[src/rtl/video_mode_pkg.sv]
// rtl/video_mode_pkg.sv - shared mode encodings and wrap arithmetic for the video mux controller
package video_mode_pkg;

    typedef enum logic [1:0] {
        CAM    = 2'd0,
        CHAN   = 2'd1,
        THRESH = 2'd2,
        YMASK  = 2'd3
    } bg_mode_t;

    typedef enum logic [1:0] {
        NONE      = 2'd0,
        CROSSHAIR = 2'd1,
        SPRITE    = 2'd2,
        TESTCOL   = 2'd3
    } overlay_mode_t;

    typedef enum logic [1:0] {
        IDLE  = 2'd0,
        ARMED = 2'd1,
        APPLY = 2'd2
    } ctrl_state_t;

    // Add two 2-bit codes modulo 4, or modulo 3 when mod3 is set.
    // Operands are always below the modulus, so one subtraction is enough.
    function automatic logic [1:0] wrap_add(input logic [1:0] a,
                                            input logic [1:0] b,
                                            input logic       mod3);
        logic [2:0] s;
        s = {1'b0, a} + {1'b0, b};
        if (mod3 && (s >= 3'd3)) begin
            s = s - 3'd3;
        end
        return s[1:0];
    endfunction

endpackage

[src/rtl/video_mux_mode_ctrl_if.sv]
// rtl/video_mux_mode_ctrl_if.sv - committed select codes and status toward the video mux
interface video_mux_mode_ctrl_if;
    import video_mode_pkg::*;

    bg_mode_t      bg_out;
    overlay_mode_t target_out;
    logic          mode_changed_out;
    logic          pending_out;

    modport master (
        output bg_out,
        output target_out,
        output mode_changed_out,
        output pending_out
    );

    modport slave (
        input bg_out,
        input target_out,
        input mode_changed_out,
        input pending_out
    );

endinterface

[src/rtl/button_debounce.sv]
// rtl/button_debounce.sv - two-flop synchroniser plus stability counter, one-cycle press pulse
module button_debounce #(
    parameter int DEBOUNCE_CYCLES = 750_000
) (
    input  logic clk_in,
    input  logic rst_in,
    input  logic raw_in,
    output logic level_out,
    output logic press_out
);

    localparam int CW = $clog2(DEBOUNCE_CYCLES + 1);
    localparam logic [CW-1:0] LAST = CW'(DEBOUNCE_CYCLES - 1);

    logic [1:0]    sync_q;
    logic [CW-1:0] cnt_q;
    logic          stable_q;
    logic          press_q;

    // Synchronise the raw input, then accept a level only after it held for DEBOUNCE_CYCLES samples.
    always_ff @(posedge clk_in or posedge rst_in) begin
        if (rst_in) begin
            sync_q   <= 2'b00;
            cnt_q    <= '0;
            stable_q <= 1'b0;
            press_q  <= 1'b0;
        end else begin
            sync_q  <= {sync_q[0], raw_in};
            press_q <= 1'b0;
            if (sync_q[1] != stable_q) begin
                if (cnt_q == LAST) begin
                    stable_q <= sync_q[1];
                    cnt_q    <= '0;
                    press_q  <= sync_q[1];
                end else begin
                    cnt_q <= cnt_q + 1'b1;
                end
            end else begin
                cnt_q <= '0;
            end
        end
    end

    assign level_out = stable_q;
    assign press_out = press_q;

endmodule

[src/rtl/video_mux_mode_ctrl.sv]
// rtl/video_mux_mode_ctrl.sv - debounced mode requests committed at frame start; VIDEO_MUX_AUTO_CYCLE_EN adds timed background advance
module video_mux_mode_ctrl
    import video_mode_pkg::*;
#(
    parameter int DEBOUNCE_CYCLES    = 750_000,
    parameter bit ALLOW_TEST_OVERLAY = 1'b0,
    parameter int AUTO_FRAMES        = 120
) (
    input  logic                  clk_in,
    input  logic                  rst_in,
    input  logic                  btn_bg_in,
    input  logic                  btn_target_in,
    input  logic                  frame_start_in,
    input  logic                  auto_en_in,
    video_mux_mode_ctrl_if.master mux
);

    localparam logic TG_MOD3 = !ALLOW_TEST_OVERLAY;

    logic press_bg;
    logic press_tg;
    logic auto_press;
    logic bg_req;
    logic tg_req;
    logic any_req;
    logic unused_bg_level;
    logic unused_tg_level;

    ctrl_state_t   state_q;
    logic [1:0]    pend_bg_q;
    logic [1:0]    pend_tg_q;
    logic [1:0]    pend_bg_nxt;
    logic [1:0]    pend_tg_nxt;
    bg_mode_t      bg_q;
    overlay_mode_t tg_q;
    logic          changed_q;
    logic          pending_q;

    button_debounce #(.DEBOUNCE_CYCLES(DEBOUNCE_CYCLES)) u_db_bg (
        .clk_in    (clk_in),
        .rst_in    (rst_in),
        .raw_in    (btn_bg_in),
        .level_out (unused_bg_level),
        .press_out (press_bg)
    );

    button_debounce #(.DEBOUNCE_CYCLES(DEBOUNCE_CYCLES)) u_db_tg (
        .clk_in    (clk_in),
        .rst_in    (rst_in),
        .raw_in    (btn_target_in),
        .level_out (unused_tg_level),
        .press_out (press_tg)
    );

`ifdef VIDEO_MUX_AUTO_CYCLE_EN
    localparam int FW = $clog2(AUTO_FRAMES + 1);
    localparam logic [FW-1:0] FRAME_LAST = FW'(AUTO_FRAMES - 1);

    logic [FW-1:0] frame_cnt_q;

    assign auto_press = auto_en_in && frame_start_in && (frame_cnt_q == FRAME_LAST);

    // Count frame starts while auto-cycling is enabled; wrap when an advance is injected.
    always_ff @(posedge clk_in or posedge rst_in) begin
        if (rst_in) begin
            frame_cnt_q <= '0;
        end else if (!auto_en_in) begin
            frame_cnt_q <= '0;
        end else if (frame_start_in) begin
            if (frame_cnt_q == FRAME_LAST) begin
                frame_cnt_q <= '0;
            end else begin
                frame_cnt_q <= frame_cnt_q + 1'b1;
            end
        end
    end
`else
    logic        unused_auto_en;
    logic [31:0] unused_auto_frames;

    assign auto_press         = 1'b0;
    assign unused_auto_en     = auto_en_in;
    assign unused_auto_frames = AUTO_FRAMES;
`endif

    assign bg_req  = press_bg | auto_press;
    assign tg_req  = press_tg;
    assign any_req = bg_req | tg_req;

    assign pend_bg_nxt = wrap_add(pend_bg_q, {1'b0, bg_req}, 1'b0);
    assign pend_tg_nxt = wrap_add(pend_tg_q, {1'b0, tg_req}, TG_MOD3);

    // Request accumulation and frame-aligned commit; a press during APPLY starts the next batch.
    always_ff @(posedge clk_in or posedge rst_in) begin
        if (rst_in) begin
            state_q   <= IDLE;
            pend_bg_q <= 2'd0;
            pend_tg_q <= 2'd0;
            bg_q      <= CAM;
            tg_q      <= NONE;
            changed_q <= 1'b0;
            pending_q <= 1'b0;
        end else begin
            changed_q <= 1'b0;
            case (state_q)
                IDLE: begin
                    pend_bg_q <= pend_bg_nxt;
                    pend_tg_q <= pend_tg_nxt;
                    if (any_req) begin
                        state_q   <= ARMED;
                        pending_q <= 1'b1;
                    end
                end
                ARMED: begin
                    pend_bg_q <= pend_bg_nxt;
                    pend_tg_q <= pend_tg_nxt;
                    if (frame_start_in) begin
                        state_q   <= APPLY;
                        changed_q <= 1'b1;
                    end
                end
                APPLY: begin
                    bg_q      <= bg_mode_t'(wrap_add(bg_q, pend_bg_q, 1'b0));
                    tg_q      <= overlay_mode_t'(wrap_add(tg_q, pend_tg_q, TG_MOD3));
                    pend_bg_q <= {1'b0, bg_req};
                    pend_tg_q <= {1'b0, tg_req};
                    if (any_req) begin
                        state_q <= ARMED;
                    end else begin
                        state_q   <= IDLE;
                        pending_q <= 1'b0;
                    end
                end
                default: begin
                    state_q   <= IDLE;
                    pending_q <= 1'b0;
                end
            endcase
        end
    end

    assign mux.bg_out           = bg_q;
    assign mux.target_out       = tg_q;
    assign mux.mode_changed_out = changed_q;
    assign mux.pending_out      = pending_q;

endmodule

[src/flat_wrapper.sv]
// flat-port wrapper written by rule: the top's interface ports become plain ports
module video_mux_mode_ctrl_flat import video_mode_pkg::*;
#(
    parameter int DEBOUNCE_CYCLES    = 750_000,
    parameter bit ALLOW_TEST_OVERLAY = 1'b0,
    parameter int AUTO_FRAMES        = 120
)
  (clk_in, rst_in, btn_bg_in, btn_target_in, frame_start_in, auto_en_in, mux_bg_out, mux_target_out, mux_mode_changed_out, mux_pending_out);
  video_mux_mode_ctrl_if mux_i ();
  input  logic clk_in;
  input  logic rst_in;
  input  logic btn_bg_in;
  input  logic btn_target_in;
  input  logic frame_start_in;
  input  logic auto_en_in;
  output wire logic [$bits(mux_i.bg_out)-1:0] mux_bg_out;
  output wire logic [$bits(mux_i.target_out)-1:0] mux_target_out;
  output wire logic [$bits(mux_i.mode_changed_out)-1:0] mux_mode_changed_out;
  output wire logic [$bits(mux_i.pending_out)-1:0] mux_pending_out;
  assign mux_bg_out = mux_i.bg_out;
  assign mux_target_out = mux_i.target_out;
  assign mux_mode_changed_out = mux_i.mode_changed_out;
  assign mux_pending_out = mux_i.pending_out;
  video_mux_mode_ctrl #(.DEBOUNCE_CYCLES(DEBOUNCE_CYCLES), .ALLOW_TEST_OVERLAY(ALLOW_TEST_OVERLAY), .AUTO_FRAMES(AUTO_FRAMES)) u_core (.clk_in(clk_in), .rst_in(rst_in), .btn_bg_in(btn_bg_in), .btn_target_in(btn_target_in), .frame_start_in(frame_start_in), .auto_en_in(auto_en_in), .mux(mux_i));
endmodule
[config.mk]
export PLATFORM = sky130hd
export DESIGN_NAME = video_mux_mode_ctrl_flat
export DESIGN_NICKNAME = d
export VERILOG_FILES = /design/src/rtl/video_mode_pkg.sv /design/src/rtl/video_mux_mode_ctrl_if.sv /design/src/rtl/button_debounce.sv /design/src/rtl/video_mux_mode_ctrl.sv /design/src/flat_wrapper.sv
export SDC_FILE = /design/constraint.sdc
export NUM_CORES = 1
export LEC_CHECK = 0
export CORE_ASPECT_RATIO = 1.4
export CORE_MARGIN = 3
export CORE_UTILIZATION = 60
export CTS_BUF_LIST = sky130_fd_sc_hd__clkbuf_16
export DETAILED_ROUTE_END_ITERATION = 6
export PLACE_DENSITY = 0.86
export REMOVE_ABC_BUFFERS = 1
export SKIP_LAST_GASP = 1
export SYNTH_ARGS = -nofsm -noshare
export SYNTH_HDL_FRONTEND = slang
export SYNTH_SLANG_ARGS = --single-unit
export TNS_END_PERCENT = 10
[constraint.sdc]
create_clock -name clk_in -period 2.5 [get_ports clk_in]
set_clock_uncertainty 0.1 [all_clocks]
set_input_delay 0.5 -clock clk_in [delete_from_list [all_inputs] [get_ports clk_in]]
set_output_delay 0.5 -clock clk_in [all_outputs]
set_load 0.03 [all_outputs]
Yosys cells after proc, flatten, opt, wreduce, memory -nomap -nowiden --
Index checks and enable logic that the tools add are counted.
Operators by class: equal/unequal tests 9, order comparisons 2, add/sub/neg operators 8, reduce and logical (&&, ||, !) cells 7, bitwise operators 2, mux-type cells 21
Operator list (count):
- 20-bit 2-to-1 mux | 4
- 20-bit by 1-bit adder with 20-bit output, second input constant | 2
- 20-bit equality test, second input constant | 2
- 1-bit 2-to-1 mux | 9
- 2-bit 2-to-1 mux | 4
- 2-bit one-hot mux with 2 select lines | 2
- 3-bit by 2-bit greater-or-equal comparator with 1-bit output, second input constant | 2
- 2-bit one-hot mux with 3 select lines | 1
- 2-bit AND reduction | 3
- 2-bit inequality test, second input constant | 2
- 2-bit subtractor, second input constant | 2
- 2-bit by 1-bit adder with 3-bit output | 1
- 2-bit by 2-bit adder with 3-bit output | 1
- 1-bit one-hot mux with 3 select lines | 1
- 3-bit AND reduction | 1
- 2-bit by 1-bit adder with 2-bit output | 1
- 2-bit adder | 1
- 2-bit by 1-bit equality test with 1-bit output, second input constant | 1
- 2-bit equality test, second input constant | 1
- 2-bit zero test | 1
- 1-bit inequality test | 2
- 2-bit by 1-bit inequality test with 1-bit output, second input constant | 1
- 2-bit nonzero test | 1
- 2-bit OR reduction | 1
- other kinds (2) | 2
Word-level totals: bits in registers 60, word-level logic and storage cells 64, input port bits 6, output and inout bits 6

Depth between registers and ports, before layout --
Gate-level depths: netlist (run 1).
depth in word-level cells 4, gate-level depth with buffers 8, mapped depth without buffers 8

Cells and area by module --
From an unflattened synthesis (run 1), not the netlist that was laid out.
Unflattened totals: cells, all modules 293, area total of the unflattened synthesis 3014.1 um2
By module, submodules not included:
- button_debounce | sequential area each 600.6 um2, times used 2, cells an instance 114, area an instance 1156.1 um2
- video_mux_mode_ctrl | sequential area each 300.3 um2, times used 1, cells an instance 65, area an instance 701.9 um2

Worst setup path before layout (run 1) --
No wires, ideal clock.
path kind register -> register, from reg u_core.u_db_bg.cnt_q[9], to reg u_core.u_db_bg.cnt_q[11], path buffers 1, path slack 0.212 ns, data required time 2.281 ns, setup time 0.119 ns, arrival time 2.070 ns, stages on the path, launching flop included 6, period minus slack after synthesis 2.288 ns, cells stage by stage dfrtp_1 -> or4_1 -> or4_4 -> o31ai_4 -> buf_6 -> nor2_1
On the way: longest elaborated chain between the ends 3, elaborated cells between the ends (all ways) 4, those cells by class 1 x add/sub; 1 x eq/ne; 2 x mux
Ends and longest elaborated chain:
- start: declaration | RTL line button_debounce.sv:16 | logic [CW-1:0] cnt_q;
- start signal: assignment | RTL line button_debounce.sv:36 | cnt_q <= cnt_q + 1'b1;
- 20-bit by 1-bit adder with 20-bit output / 20-bit equality test (equally long branches) | RTL line button_debounce.sv:36, button_debounce.sv:31
- 20-bit 2-to-1 mux * | RTL line button_debounce.sv:31 | if (cnt_q == LAST) begin
- 20-bit 2-to-1 mux * | RTL line button_debounce.sv:30 | if (sync_q[1] != stable_q) begin
Mark *: on every way between the ends. The rest lies on a longest branch, timed or not. A chain may end at the register's enable or synchronous reset.

Worst setup path in the final report (run 1) --
from reg u_core.u_db_bg.cnt_q[6], to reg u_core.u_db_bg.cnt_q[17]
Same word-level chain as after synthesis.

==> metrics, run 1 <==
status=finished clean; Worst EP arrival=2520 ps; Least-Margin Pin Slew=569.1 ps; HP Class=reg2reg; number of maximum-capacitance violations=0; sequential share of the synthesized area=0.5083; clk slew on worst S/H paths=approximately 50 ps; remaining antenna violation count=0; row count=29; Core ar.=4644 um2; global-route usage over all layers=0.2259; worst hold margin=242.0 ps; hold_sp=u_core.u_db_tg.sync_q[0]; Mapped Area=2954 um2; Placer Congestion=0.8030; most common cell after layout, fill and taps aside=dfrtp_1; pin count of the biggest net entering global routing=slightly above 60; CTS tree=built; Synth Flop Type=dfrtp_1; first-pass iteration count of the detailed router=4; number of flops mapped to enable cells by yosys=0; LEAKAGE=1.483 nW; Seq cells post-synth=60; Hold Buf Count CTS=0; DR iter-0 viols=slightly above 200; Worst setup EP type=flip-flop; Initial Utilization=0.6360; share of synthesized registers carrying an async set or reset=1.000; Die X=65.30 um; type of origin of the critical path=flip-flop; RR Startpoint=u_core.u_db_bg.cnt_q[6]; Via density=between 5 and 6; Mean Syn Cell Area=roughly 10 um2; CTS root buffer=clkbuf_16; Routed WL per cell=15.21 um; period utilisation layout=0.9623; Fillers=331; CTS max path bufs=2; Clk Latency, worst-skew pair=330 ps; Fmax=0.4157 GHz; DR vias=2190; Layout Nets=roughly 330; # DRC=0; post-layout util=0.7524; Slew HR=0.6171; pwr/cell area=674.4 nW/um2; max-slew violations=0; # Post-CTS Setup Buffers=0; global route overflow=0; synthesis-to-finish area growth=18.30%; Hold Crit Endpoint=u_core.u_db_tg.sync_q[1]; Hold Fails Final Rpt=0; initial antenna violation count=0; vias in the first global route=2247; H-tree depth=3; crit path from=u_core.u_db_bg.cnt_q[6]; Die Ht=89.03 um; Resized Gates After CTS=0; Cells after Synth=287; unrepaired setup endpoints after global routing=no; post-route design area=around 3500 um2; TritonCTS Buffers=9; final WL=5704 um; R2R Setup Slk=90 ps; Fin Setup TNS=0 ps; Worst IR Drop VDD=approximately 0.66 mV; first-pass GRT wire length=roughly 10000 um; post-synth cell types=41; Critical Path RT=2610 ps; HPWL Detailed=3588 um; Yosys Warn Count=0; Ports=12; worst-case reg-to-reg path depth=5; final setup vio count=0; ANT cells=0; Worst Hold Depth=0; share of cells above drive strength 1=0.1118; clock sinks=60; Port Buf Inserts=10; min Tclk post-route=2406 ps; area post-placement=3178 um2; commonest non-fill, non-tap cells in the layout=dfrtp_1 (60), nor2_1 (35), xnor2_1 (18), inv_1 (18), nand3_1 (17); Worst Path Class, Setup=reg2reg; Worst Path Max Fanout=19; FF-to-FF End=u_core.u_db_bg.cnt_q[17]; die area=5813 um2
-- synthesized netlist by cell type, types with 2 or more instances --
| cell | count | area share |
|---|---|---|
| a21oi_1 | 14 | 0.024 |
| and3_1 | 6 | 0.013 |
| or3_1 | 7 | 0.015 |
| and2_1 | 3 | 0.0064 |
| ha_1 | 8 | 0.034 |
| o31ai_1 | 5 | 0.013 |
| nand4_1 | 9 | 0.019 |
| dfrtp_1 | 60 | 0.51 |
| nand2_1 | 10 | 0.013 |
| mux2_2 | 3 | 0.011 |
| nor4_1 | 6 | 0.013 |
| nor3_1 | 5 | 0.0085 |
| or4_1 | 9 | 0.023 |
| xor2_1 | 12 | 0.036 |
| mux2i_1 | 2 | 0.0068 |
| clkbuf_1 | 6 | 0.0076 |
| o21ai_0 | 9 | 0.015 |
| fa_1 | 3 | 0.020 |
| nor2_1 | 35 | 0.044 |
| nand3_1 | 17 | 0.029 |
| xnor2_1 | 18 | 0.053 |
| inv_1 | 19 | 0.024 |
| nor3b_1 | 2 | 0.0051 |
| a31o_2 | 2 | 0.0059 |
-- power by group --
group / total, mW / leakage (nW) / switching (mW) / internal (mW)
sequential: 0.994 / 0.824 / 0.0108 / 0.983
clock: 1.30 / 0.145 / 0.436 / 0.865
combinational: 0.0615 / 0.513 / 0.0386 / 0.0229
total: 2.36 / 1.48 / 0.485 / 1.87
-- state kept, by name, summed over array words and instances, names as in the netlist, 2 cells and up --
| name | count |
|---|---|
| u_core.mux.bg_out | 2 |
| u_core.u_db_bg.sync_q | 2 |
| u_core.pend_bg_q | 2 |
| u_core.pend_tg_q | 2 |
| u_core.u_db_bg.cnt_q | 20 |
| u_core.state_q | 2 |
| u_core.mux.target_out | 2 |
| u_core.u_db_tg.sync_q | 2 |
| u_core.u_db_tg.cnt_q | 20 |
-- kinds of logic after synthesis --
group                      synth area share
DFF                                  0.5083
muxes                               0.01821
and+or+nand+nor                      0.2105
AOI/OAI and AO/OA                   0.07921
buffers and inverters               0.03727
adders and majority gates           0.05761
xor gates and xnor gates            0.08894
-- layout make-up --
cell class                 instances  area (um2)  area share
timing repair buffer              18       185.2     0.05299
clock buffer                       9       225.2     0.06445
clock inverter                     7       91.34     0.02614
inverter                          19       71.32     0.02041
multi-input combinational        200        1343      0.3842
tap                               62       77.57     0.02220
sequential                        60        1501      0.4296
-- stage by stage --
step           instances  setup WS [ps]  total power [mW]
5_1_grt              375          33.05             2.424
2_1_floorplan        279          66.45             1.042
3_3_place_gp         359          194.2             1.069
4_1_cts              375          94.99             2.369
3_5_place_dp         359          168.5             1.071
6_report             375          94.16             2.357
-- critical path, cell delays in order (launching register included) --
cell	delay (ps)
dfrtp_1	400
or4_1	550
or4_4	570
o31ai_4	310
buf_12	190
o21ba_2	160
-- worst max-delay path by stage --
stage,endpoint,cells past startpoint
global route,u_core.u_db_bg.level_out,4
global placement,u_core.u_db_bg.cnt_q[17],5
floorplan,u_core.u_db_bg.cnt_q[17],4
finish,u_core.u_db_bg.cnt_q[17],5
CTS,u_core.u_db_bg.cnt_q[17],5
detailed placement,u_core.u_db_bg.cnt_q[17],5
-- layer usage --
layer | vias up | GRT usage | share of wire
li1 | 1047 | - | -
met1 | 1108 | 0.2639 | 0.41
met2 | 26 | 0.3880 | 0.55
met3 | 9 | 0.04528 | 0.025
met4 | 0 | 0.1264 | 0.017
met5 | - | 0 | 0
Power figures use the tool's default switching activity.
==> run 2: changes to the inputs <==
CORE_ASPECT_RATIO = 1.5   (was 1.4)
==> metrics, run 2 (synthesized netlist as in run 1, its figures left out) <==
final worst slack=113.8 ps (+19.64 ps); Clock Power Share=0.528 (-0.024); Clk Latency, worst-skew pair=330 ps (about the same); met2 Track Usage GR=0.3956 (+0.007576); Int Pwr=1.762 mW (-5.8%); Worst Path Class, Setup=reg2reg; crit-path max cell delay=560 ps (about the same); Seq pwr share=0.444 (+0.022); first-pass iteration count of the detailed router=5 (+1); Worst path slowest cell=or4_4; Worst IR Drop VDD=0.5019 mV (-24%); DR vias=2187 (-0.14%); pin count of the biggest net entering global routing=28 (-54%); CP cell instances=or4_1 > or4_4 > o31ai_4 > buf_4 > nor2_1; Resized Gates After CTS=0 (unchanged); Global Route met3 Usage=0.06250 (+0.01722); final cell count without fillers=378 (+0.80%); Worst setup EP type=flip-flop; DR iter-0 viols=124 (-39%); row count=30 (+3.4%); number of maximum-capacitance violations=0 (unchanged); Fin Setup TNS=0 ps (unchanged); Layout Nets=326 (+0.31%); Core ar.=4654 um2 (+0.22%); unrepaired setup endpoints after global routing=no; vias in the first global route=2237 (-0.45%); Ports=12 (unchanged); most common cell after layout, fill and taps aside=dfrtp_1; type of origin of the critical path=flip-flop; Routed WL per cell=15.79 um (+3.8%); Hold Buf Count CTS=0 (unchanged); initial antenna violation count=0 (unchanged); Worst Path Max Fanout=11 (-8); Inst Count DP=362 (+0.84%); Fmax=0.4191 GHz (+0.82%); Die X=63.29 um (-3.1%); final WL=5968 um (+4.6%); Worst EP arrival=2500 ps (-20 ps); Fillers=324 (-2.1%); H-tree depth=3 (unchanged); CTS tree=built; Hold Fails Final Rpt=0 (unchanged); # Post-CTS Setup Buffers=0 (unchanged); share of cells above drive strength 1=0.1051 (-0.006726); max-slew violations=0 (unchanged); # DRC=0 (unchanged); Least-Margin Pin Slew=566.1 ps (-3.002 ps); GR peak layer=met2; Die Ht=91.94 um (+3.3%); WP buf/inv=1 (unchanged); clk slew on worst S/H paths=50 ps (about the same); global-route usage over all layers=0.2310 (+0.005138); grt met1 use=0.2591 (-0.004871); final setup vio count=0 (unchanged); CTS root buffer=clkbuf_16; CP top delay family=simple AND/OR/NAND/NOR gates; period utilisation layout=0.9545 (-0.007858); TritonCTS Buffers=9 (unchanged); ANT cells=0 (unchanged); Placement Setup Slack=119.5 ps (-48.97 ps); commonest non-fill, non-tap cells in the layout=dfrtp_1 (60), nor2_1 (35), inv_1 (19); Regs by FF count=u_core.u_db_bg.cnt_q: 20 flops, u_core.u_db_tg.cnt_q: 20 flops; Port Buf Inserts=10 (unchanged); sw frac=0.2127 (+0.006839); clock sinks=60 (unchanged); status=finished clean; remaining antenna violation count=0 (unchanged); switching power total=0.4760 mW (-1.9%); pwr/cell area=647.0 nW/um2 (-4.1%); HP Class=reg2reg; Slew HR=0.6220 (+0.004949); Critical Path RT=2610 ps (about the same); LEAKAGE=1.482 nW (about the same); Via density=5.786 (-0.93%); Initial Utilization=0.6347 (-0.001368); min Tclk post-route=2386 ps (-19.64 ps); Placer Congestion=0.8312 (+3.5%); synthesis-to-finish area growth=17.11%; first-pass GRT wire length=10220 um (+1.8%); die area=5819 um2 (about the same); global route overflow=0 (unchanged); Comb pwr share=0.028 (+0.002); CTS max path bufs=2 (unchanged); HPWL Detailed=3776 um (+5.2%)
## run 2: path summary, 6_finish.rpt
check | end | depth (start not counted) | slack, ps | from
worst max-delay path | u_core.u_db_bg.cnt_q[9] | 5 | 110 | u_core.u_db_bg.cnt_q[6]
worst min-delay path | u_core.u_db_bg.sync_q[1] | 0 | 250 | u_core.u_db_bg.sync_q[0]
worst max register to register | u_core.u_db_bg.cnt_q[9] | 5 | 110 | u_core.u_db_bg.cnt_q[6]
worst min register to register | u_core.u_db_bg.sync_q[1] | 0 | 250 | u_core.u_db_bg.sync_q[0]
max in group asynchronous | u_core.u_db_bg.cnt_q[18] | 3 | 1230 | rst_in
min in group asynchronous | u_core.state_q[0] | 2 | 480 | rst_in
## run 2: layout make-up
cell class                      instances  area, um2  area share
Sequential cell                        60       1501      0.4340
Clock inverter                          7      58.81     0.01700
Tap cell                               64      80.08     0.02315
Multi-Input combinational cell        200       1343      0.3881
Clock buffer                            9      225.2     0.06510
Inverter                               19      71.32     0.02061
Timing Repair Buffer                   19      180.2     0.05208
## run 2: metrics by stage
stage | utilization | total power, mW | cell area, um2 | hold WS, ps
after floorplan | - | 1.042 | 2915 | 231.2
after global placement | 0.6823 | 1.068 | 3176 | 232.8
after detailed placement | 0.6823 | 1.071 | 3176 | 239.7
after CTS | 0.7433 | 2.247 | 3460 | 251.2
after global routing | 0.7433 | 2.311 | 3460 | 257.5
final | 0.7433 | 2.238 | 3460 | 250.4
## run 2: metal layers
layer / part of all wire / wire [um]
met3: 0.045 / 271
met4: 0.029 / 172
met5: 0 / 0
met1: 0.38 / 2284
met2: 0.54 / 3239
## run 2: power by group through the flow
| stage | Clock [mW] | Sequential (mW) | Combinational, mW |
|---|---|---|---|
| 2_1_floorplan | 0 | 1.01 | 0.0349 |
| 3_3_place_gp | 0 | 1.01 | 0.0592 |
| 3_5_place_dp | 0 | 1.01 | 0.0612 |
| 4_1_cts | 1.19 | 0.994 | 0.0634 |
| 5_1_grt | 1.25 | 0.995 | 0.0700 |
| 6_report | 1.18 | 0.994 | 0.0618 |
## run 2: worst register-to-register path: cells and delay by family, from the launching register on
family / cells / cell delay (ps)
AO/OA/AOI/OAI: 1 / 380
buffers and inverters: 1 / 240
flip-flops: 1 / 410
AND/OR/NAND/NOR: 3 / 1140
==> run 3: changes to the inputs <==
CORE_MARGIN = unset   (was 3)
CTS_CLUSTER_DIAMETER = 150   (was unset)
PLACE_DENSITY = 0.89   (was 0.86)
==> metrics, run 3 (synthesized netlist as in run 1, its figures left out) <==
Clock Power Share=0.526 (-0.002); Worst Path Class, Setup=reg2reg; Worst Hold Depth=0 (unchanged); hold_sp=u_core.u_db_tg.sync_q[0]; CTS max path bufs=2 (unchanged); initial antenna violation count=0 (unchanged); global-route usage over all layers=0.2591 (+0.02811); Routed WL per cell=15.28 um (-3.2%); TritonCTS Buffers=9 (unchanged); CTS tree=built; remaining antenna violation count=0 (unchanged); Fmax=0.4141 GHz (-1.2%); register area=1501 um2 (unchanged); Critical Path RT=2610 ps (about the same); grt met1 use=0.2921 (+0.03300); Layout Nets=324 (-0.61%); global route overflow=0 (unchanged); Int Pwr=1.761 mW (about the same); HPWL Detailed=3722 um (-1.4%); Die X=59.29 um (-6.3%); clock sinks=60 (unchanged); Die Ht=87.94 um (-4.4%); Comb pwr share=0.027 (about the same); Clk Latency, worst-skew pair=320 ps (about the same); row count=30 (unchanged); met2 Track Usage GR=0.4382 (+0.04261); Worst Path Max Fanout=11 (unchanged); unrepaired setup endpoints after global routing=no; Slew HR=0.6190 (-0.003002); worst-case reg-to-reg path depth=5 (unchanged); status=finished clean; Placer Congestion=0.8109 (-2.4%); Initial Utilization=0.6398 (+0.005160); first-pass iteration count of the detailed router=4 (-1); H-tree depth=3 (unchanged); sw frac=0.2098 (-0.002885); share of cells above drive strength 1=0.1026 (-0.002531); Global Route met3 Usage=0.07386 (+0.01136); Ports=12 (unchanged); most common cell after layout, fill and taps aside=dfrtp_1; Core ar.=4617 um2 (-0.81%); Least-Margin Pin Slew=566.2 ps (+0.1073 ps); final setup vio count=0 (unchanged); Resized Gates After CTS=0 (unchanged); DR vias=2145 (-1.9%); Seq pwr share=0.447 (+0.003); Worst IR Drop VDD=0.5589 mV (+11%); pin count of the biggest net entering global routing=61 (+120%); Worst EP arrival=2520 ps (+20 ps); number of maximum-capacitance violations=0 (unchanged); Fin Setup TNS=0 ps (unchanged); vias in the first global route=2216 (-0.94%); min Tclk post-route=2415 ps (+28.73 ps); clk slew on worst S/H paths=50 ps (about the same); final cell count without fillers=376 (-0.53%); R2R Setup Slk=90 ps (-30 ps); FF-to-FF End=u_core.u_db_bg.cnt_q[3]; ANT cells=0 (unchanged); period utilisation layout=0.9660 (+0.01149); pwr/cell area=646.9 nW/um2 (about the same); synthesis-to-finish area growth=16.60%; # DRC=0 (unchanged); die area=5214 um2 (-10%); Regs by FF count=u_core.u_db_bg.cnt_q: 20 flops, u_core.u_db_tg.cnt_q: 20 flops; DR iter-0 viols=87 (-30%); max-slew violations=0 (unchanged); Hold Crit Endpoint=u_core.u_db_tg.sync_q[1]; switching power total=0.4675 mW (-1.8%); first-pass GRT wire length=9846 um (-3.6%); HP Class=reg2reg; LEAKAGE=1.470 nW (-0.80%); Port Buf Inserts=10 (unchanged); Hold Fails Final Rpt=0 (unchanged); Hold Buf Count CTS=0 (unchanged); RR Startpoint=u_core.u_db_bg.cnt_q[6]; Via density=5.705 (-1.4%); final WL=5747 um (-3.7%); type of origin of the critical path=flip-flop; Fillers=311 (-4.0%); commonest non-fill, non-tap cells in the layout=dfrtp_1 (60), nor2_1 (35), inv_1 (19); Inst Count DP=360 (-0.55%); GR peak layer=met2; # Post-CTS Setup Buffers=0 (unchanged); CTS root buffer=clkbuf_16; Worst setup EP type=flip-flop; area of the multi-input gates=1343 um2 (unchanged)
==> run 3: metrics by stage <==
| stage | power [mW] | instance area (um2) | setup slack, ps | hold WS (ps) | utilization |
|---|---|---|---|---|---|
| final | 2.228 | 3445 | 85.07 | 248.0 | 0.7461 |
| after global routing | 2.295 | 3445 | 21.35 | 263.6 | 0.7461 |
| after CTS | 2.244 | 3445 | 95.17 | 247.0 | 0.7461 |
| after detailed placement | 1.071 | 3161 | 112.3 | 234.7 | 0.6846 |
| after global placement | 1.067 | 3161 | 123.2 | 233.1 | 0.6846 |
| after floorplan | 1.042 | 2915 | 66.45 | 231.2 | - |
==> run 3: power by group through the flow <==
stage	combinational, mW	clock, mW	sequential (mW)
6_report	0.0609	1.17	0.996
4_1_cts	0.0628	1.19	0.995
3_5_place_dp	0.0608	0	1.01
3_3_place_gp	0.0583	0	1.01
2_1_floorplan	0.0349	0	1.01
5_1_grt	0.0685	1.23	0.996
==> run 3: routing by layer <==
metal,part of all wire,vias to the layer above
met3,0.026,13
met2,0.55,40
met4,0.022,0
met5,0,-
li1,-,1047
met1,0.40,1045
==> run 3: worst max-delay path by stage <==
stage,startpoint,endpoint,slack [ps],cells past startpoint
detailed placement,u_core.u_db_bg.cnt_q[6],u_core.u_db_bg.cnt_q[4],110,5
finish,u_core.u_db_bg.cnt_q[6],u_core.u_db_bg.cnt_q[3],90,5
global route,u_core.u_db_bg.cnt_q[6],u_core.u_db_bg.cnt_q[4],20,5
global placement,u_core.u_db_bg.cnt_q[6],u_core.u_db_bg.cnt_q[10],120,5
floorplan,u_core.u_db_bg.cnt_q[9],u_core.u_db_bg.cnt_q[17],70,4
CTS,u_core.u_db_bg.cnt_q[6],u_core.u_db_bg.cnt_q[3],100,5
==> run 3: layout make-up <==
| type | count | share of cell area |
|---|---|---|
| well taps | 64 | 0.02325 |
| clock inverters | 7 | 0.01707 |
| flip-flops and latches | 60 | 0.4359 |
| multi-input cells | 200 | 0.3898 |
| inverters | 19 | 0.02070 |
| clock buffers | 9 | 0.06538 |
| repair buffers | 17 | 0.04795 |
==> run 3: worst max-delay path: stages, from the launching register on <==
cell     delay (ps)
dfrtp_1         420
or4_1           510
or4_4           550
o31ai_4         410
buf_4           250
nor2_1           70
